File: config.mk
export PLATFORM = sky130hd
export DESIGN_NAME = bcd_down_timer
export DESIGN_NICKNAME = d
export VERILOG_FILES = /design/src/rtl/bcd_down_timer.sv
export SDC_FILE = /design/constraint.sdc
export NUM_CORES = 1
export LEC_CHECK = 0
export CAP_MARGIN = 0
export CORE_ASPECT_RATIO = 1.1
export CORE_MARGIN = 5
export CORE_UTILIZATION = 48
export DETAILED_ROUTE_END_ITERATION = 12
export PLACE_DENSITY = 0.84
export SLEW_MARGIN = 0
export SYNTH_ARGS = -nofsm -noshare
export SYNTH_HDL_FRONTEND = slang
export SYNTH_SLANG_ARGS = --single-unit
File: constraint.sdc
create_clock -name clk -period 3 [get_ports clk]
set_input_delay 0.6 -clock clk [delete_from_list [all_inputs] [get_ports clk]]
set_output_delay 0.6 -clock clk [all_outputs]
set_load 0.02 [all_outputs]
File: src/rtl/bcd_down_timer.sv
// Multi-digit BCD down-counter with a borrow chain and an IDLE/RUN/HOLD/DONE control FSM.
// Counts a loaded decimal value down to zero, one step per tick, and pulses done on expiry.
module bcd_down_timer #(
    parameter int DIGITS = 4
) (
    input  logic                  clk,
    input  logic                  rst,
    input  logic                  tick,
    input  logic                  load,
    input  logic [4*DIGITS-1:0]   load_val,
    input  logic                  start,
    input  logic                  pause,
    output logic [4*DIGITS-1:0]   out,
    output logic                  brw,
    output logic                  zero,
    output logic                  busy,
    output logic                  done,
    output logic [1:0]            dbg_state
);

    localparam int W = 4 * DIGITS;

    typedef enum logic [1:0] {
        S_IDLE = 2'd0,
        S_RUN  = 2'd1,
        S_HOLD = 2'd2,
        S_DONE = 2'd3
    } state_t;

    state_t         r_state;
    state_t         w_next_state;
    logic [W-1:0]   r_out;
    logic [W-1:0]   w_next_out;
    logic [W-1:0]   w_dec_val;
    logic [W-1:0]   w_sat_val;
    logic           r_brw;
    logic           r_busy;
    logic           r_done;
    logic           w_next_done;
    logic           w_borrow;
    logic           w_step;
    logic           w_dec_zero;

    // Ripple borrow from digit 0 upward; a digit at 0 wraps to 9 and keeps borrowing.
    always_comb begin
        w_borrow  = 1'b1;
        w_dec_val = '0;
        for (int i = 0; i < DIGITS; i++) begin
            if (w_borrow) begin
                if (r_out[4*i +: 4] == 4'd0) begin
                    w_dec_val[4*i +: 4] = 4'd9;
                end else begin
                    w_dec_val[4*i +: 4] = r_out[4*i +: 4] - 4'd1;
                    w_borrow            = 1'b0;
                end
            end else begin
                w_dec_val[4*i +: 4] = r_out[4*i +: 4];
            end
        end
    end

    always_comb begin
        w_sat_val = '0;
        for (int i = 0; i < DIGITS; i++) begin
            w_sat_val[4*i +: 4] = (load_val[4*i +: 4] > 4'd9) ? 4'd9 : load_val[4*i +: 4];
        end
    end

    assign w_dec_zero = (w_dec_val == '0);
    // A decrement happens only when nothing of higher priority claims the cycle.
    assign w_step     = (r_state == S_RUN) && tick && !pause && !load;

    always_comb begin
        w_next_state = r_state;
        w_next_out   = r_out;
        w_next_done  = 1'b0;
        if (load) begin
            w_next_out   = w_sat_val;
            w_next_state = S_IDLE;
        end else begin
            case (r_state)
                S_IDLE: begin
                    if (start) begin
                        if (r_out != '0) begin
                            w_next_state = S_RUN;
                        end else begin
                            w_next_state = S_DONE;
                            w_next_done  = 1'b1;
                        end
                    end
                end
                S_RUN: begin
                    if (pause) begin
                        w_next_state = S_HOLD;
                    end else if (tick) begin
                        w_next_out = w_dec_val;
                        if (w_dec_zero) begin
                            w_next_state = S_DONE;
                            w_next_done  = 1'b1;
                        end
                    end
                end
                S_HOLD: begin
                    if (!pause && start) begin
                        w_next_state = S_RUN;
                    end
                end
                default: begin
                    w_next_state = S_DONE;
                end
            endcase
        end
    end

    always_ff @(posedge clk) begin
        if (!rst) begin
            r_state <= S_IDLE;
            r_out   <= '0;
            r_brw   <= 1'b0;
            r_busy  <= 1'b0;
            r_done  <= 1'b0;
        end else begin
            r_state <= w_next_state;
            r_out   <= w_next_out;
            r_brw   <= w_step && (r_out[3:0] == 4'd0);
            r_busy  <= (w_next_state == S_RUN) || (w_next_state == S_HOLD);
            r_done  <= w_next_done;
        end
    end

    assign out       = r_out;
    assign brw       = r_brw;
    assign zero      = (r_out == '0);
    assign busy      = r_busy;
    assign done      = r_done;
    assign dbg_state = r_state;

endmodule
# Yosys cells after proc, flatten, opt, wreduce, memory -nomap -nowiden
# Index checks and enable logic that the tools add are counted.
# word_totals
register_bits	21
output_inout_bits	22
elab_cells	73
# op_classes
n_addsub	4
order_cmp	4
n_eq_ne	5
n_mux	34
bitwise_logic	1
n_reduce_logical	20
# op_table
op	n
16-bit 2-to-1 mux	4
4-bit 2-to-1 mux	11
16-bit logical NOT	2
4-bit > comparator, second input constant	4
4-bit logical NOT	4
16-bit nonzero test	1
4-bit by 1-bit subtractor with 4-bit output, second input constant	4
2-bit 2-to-1 mux	7
1-bit 2-to-1 mux	10
2-bit one-hot mux with 3 select lines	1
1-bit logical AND	5
2-bit by 1-bit equality test with 1-bit output, second input constant	2
2-bit equality test, second input constant	2
2-bit nonzero test	2
3-bit AND reduction	1
1-bit logical NOT	2
2-bit logical NOT	1
2-bit != test, second input constant	1
1-bit one-hot mux with 2 select lines	1
2-bit OR reduction	1
1-bit logical OR	1
1-bit inverter	1

# Longest topological paths before layout
# Gate-level depths: netlist of run 1.
# logic_depth
ltp_word	13
depth_mapped	6

# Worst setup path after synthesis of run 1
# Ideal clock, no wire load.
# synth_path
path_kind	register to output
from	reg r_out[6] (netlist: out[6])
to	out zero
arrival_time_ns	1.386
required_ns	2.400
setup_slack_ns	1.014
path_stages_with_launch	5
path_buffers	1
path_cell_list	dfxtp_1 -> buf_2 -> nor4_4 -> nand4b_1 -> nor2_1
# synth_between
elab_chain_len	1
# synth_lines
item	line_no	source
start: declaration	32	logic [W-1:0] r_out;
start signal: assignment	124	r_out <= w_next_out;
16-bit logical NOT	133	assign zero = (r_out == '0);
end: declaration	15	output logic zero,
# No other way between the ends.

# Worst setup path in the final report of run 1
# Ends and elaborated chain as after synthesis.

==> flow_summary.toml, run 1 <==
[outcome]
status = "completed"

[worst_setup_path]
rr_startpoint = "out[1]"
critPathArrivalTime_ns = 2.14
crit_type = "reg -> out"
regToRegSetupSlack_ns = 0.99
rr_worst_depth = 5
critPathRequiredTime_ns = 2.40
crit_end = "zero"
reg2reg_to = "busy"
crit_path_cell_trace = "nor4_4 -> nand4b_1 -> nor2_1 -> clkdlybuf4s50_1"
crit_path_start_kind = "register"
worstSetupStartpoint = "out[6]"
crit_path_end_kind = "output port"
path_delay_family = "simple AND/OR/NAND/NOR gates"
worst-path-stages = 4
crit_fanout = 9
crit_slowest_cell = "clkdlybuf4s50_1"
cpPeakStageDelay_ns = 0.62
cp.buffers_inverters = 1

[synthesis]
synth-seq-area-share_pct = 33.0
synth_seq_cells = 21
synthAdderAreaFrac_pct = 0
synth_xor_xnor_area_share_pct = 5.50
synth.most_common_cell = "nor2_1"
synth_area_mm2 = 0.00127
synth-compound-area-share_pct = 20.4
yosysTopAreaCell = "dfxtp_1"
synth_edf_count = 0
yosysWarnings = 0
yosysTopAreaCellShare_pct = 33.0
async_flop_share_pct = 0
ys.flop_type = "dfxtp_1"
syn_avg_cell_area_um2 = 8.38
synthDistinctLibCells = 48
muxShareOfSynthArea_pct = 4.13
syn_nets = 174
yosys-top-cells-count = "23 x nor2_1, 21 x dfxtp_1, 12 x nand2_1"
synth_area_leaders = "dfxtp_1 33%, nor2_1 6.8%, nor4_4 5.0%"
syn_inst = 152
synth_top_family_by_area = "simple AND/OR/NAND/NOR gates"
synthSimpleGateAreaFrac_pct = 33.2

[clock_tree]
cts-root-buf = "clkbuf_4"
clk_pin_slew_ns = 0.13
htreeDepth = 1
numCtsBuffers = 3
cts_buffer_depth = 2
cts_resized = 0
holdBufCountCts = 0
cts_tree = "yes"
postCtsSetupBuffers = 0
worst_skew_pair.late_latency_ns = 0.32
cts_sinks = 21

[place]
portBuffers = 43
gp_congestion = 0.891
dp_hpwl_um = 2710

[drt]
drc = 0
wl_per_cell_um = 15.6
viasPerCell = 5.94
initialDrtViolationCount = 75
ant_nets = 0
finalWirelength_um = 3490
routed-via-count = 1331
dr.pass1.iters = 5

[hold_path]
min_path_type = "reg -> reg"
hold_path_depth = 2

[floorplanning]
start_util_pct = 50.5
rows = 19
die_area_mm2 = 0.00378
ios = 44
core_area_mm2 = 0.00252
die_h_um = 64.0
die_w_um = 59.1

[cells_and_area]
layout-drive-gt1-share_pct = 7.25
syn_to_final_growth_pct = 37.3
fill_cells = 215
n_antenna_cell = 0
nets = 216

[timing]
hold_viol_final = 0
fin_crit_ns = 2.74
fmax_mhz = 365
fin_setup_tns_ns = 0
skew_ns = 0.00846
min_period_over_period_pct = 91.3
worst_pin_slew_ns = 0.509
maxSlewHeadroom_pct = 65.7
setup_viol = 0
rsz0062_at_grt = "false"
finalMaxSlewViolations = 0

[power]
power_frac_clock_pct = 22.2
p_leak_uw = 0.000609
peakVddDrop_v = 0.000298
switching_power_uw = 211
power_density_mw_per_mm2 = 370
combPwrFrac_pct = 28.0
total_power_uw = 647
p_sw_share_pct = 32.6
p_int_uw = 436
power_frac_seq_pct = 49.8

[grt]
grt_overflow = 0
grt_max_degree = 14
antenna_found_initial = 0
grt_use_total_pct = 19.6
first_global_vias = 1406
grt_first_pass_wirelength_um = 5910

[flow_run]
cap_violations = 0
[worst min-delay path, stage by stage (launching register included)]
cell and delay (ns):
dfxtp_1 0.36, nand2_1 0.07, a311oi_1 0.08
[through the flow]
| stage | setup WS, ns | std cells | area (um2) | util (%) | hold slack (ns) |
|---|---|---|---|---|---|
| global placement | 0.597 | 220 | 1720 | 68.3 | 0.521 |
| global route | 0.112 | 224 | 1750 | 69.4 | 0.583 |
| CTS | 0.291 | 224 | 1750 | 69.4 | 0.551 |
| floorplan | 1.01 | 152 | 1270 | - | 0.584 |
| finish | 0.262 | 224 | 1750 | 69.4 | 0.552 |
| detailed placement | 0.377 | 220 | 1720 | 68.3 | 0.537 |
[routing by layer]
metal  wire length, um  global-route usage [%]  up-vias
li1                  -                       -      642
met1              1370                    20.9      618
met2              1780                    35.1       58
met3               236                    3.82       13
met4               104                    10.8        0
met5                 0                       0        -
[worst min path at each step]
| stage | from | to | slack [ns] |
|---|---|---|---|
| after floorplan | out[15] | out[14] | 0.58 |
| after global placement | out[15] | out[14] | 0.52 |
| after detailed placement | out[15] | out[14] | 0.54 |
| after CTS | out[15] | out[14] | 0.55 |
| after global routing | out[15] | out[14] | 0.58 |
| final | out[15] | out[14] | 0.55 |
[cell type report]
class | instances | area [um2] | share of cell area (%)
repair buffers | 44 | 438 | 25.0
flip-flops and latches | 21 | 420 | 24.0
well taps | 31 | 38.8 | 2.22
multi-input cells | 119 | 806 | 46.1
clock buffers | 3 | 22.5 | 1.29
inverters | 5 | 18.8 | 1.07
clock inverters | 1 | 5.00 | 0.286
[power by group through the flow]
stage / combinational (uW) / sequential (uW) / clock (uW)
after floorplan: 89.7 / 337 / 0
after global placement: 176 / 327 / 0
after detailed placement: 181 / 327 / 0
after CTS: 182 / 321 / 140
after global routing: 198 / 325 / 155
final: 181 / 322 / 143
[sequential cells by signal, summed over array words and instances (netlist names)]
register	flops
brw	1
busy	1
dbg_state	2
done	1
out	16
[cell usage in the layout (no fill, tap or decap), drive strengths merged, types with 5 or more instances in the layout]
cell           instances
nor2                  24
xnor2                  6
inv                    5
clkdlybuf4s50         43
a21oi                  9
nand2                 12
nor4                   6
nor2b                  5
dfxtp                 21
o21ai                  9
[kinds of logic (layout without fill, tap and decap cells)]
logic type             count (synthesis)  in the layout
buffers and inverters                 12             53
AO/OA/AOI/OAI                         38             38
flip-flops                            21             21
multiplexers                           5              5
AND/OR/NAND/NOR                       68             68
XOR/XNOR                               8              8
(Power assumes the default switching activity.)
==> inputs of run 2 (changes only) <==
TNS_END_PERCENT = 20   (was unset)
==> results of run 2 <==
The final DEF is identical to that of run 1; final timing and power are the same.
==> inputs of run 3 (changes only) <==
CTS_CLUSTER_SIZE = 40   (was unset)
==> results of run 3 <==
The final DEF is identical to that of run 1; final timing and power are the same.
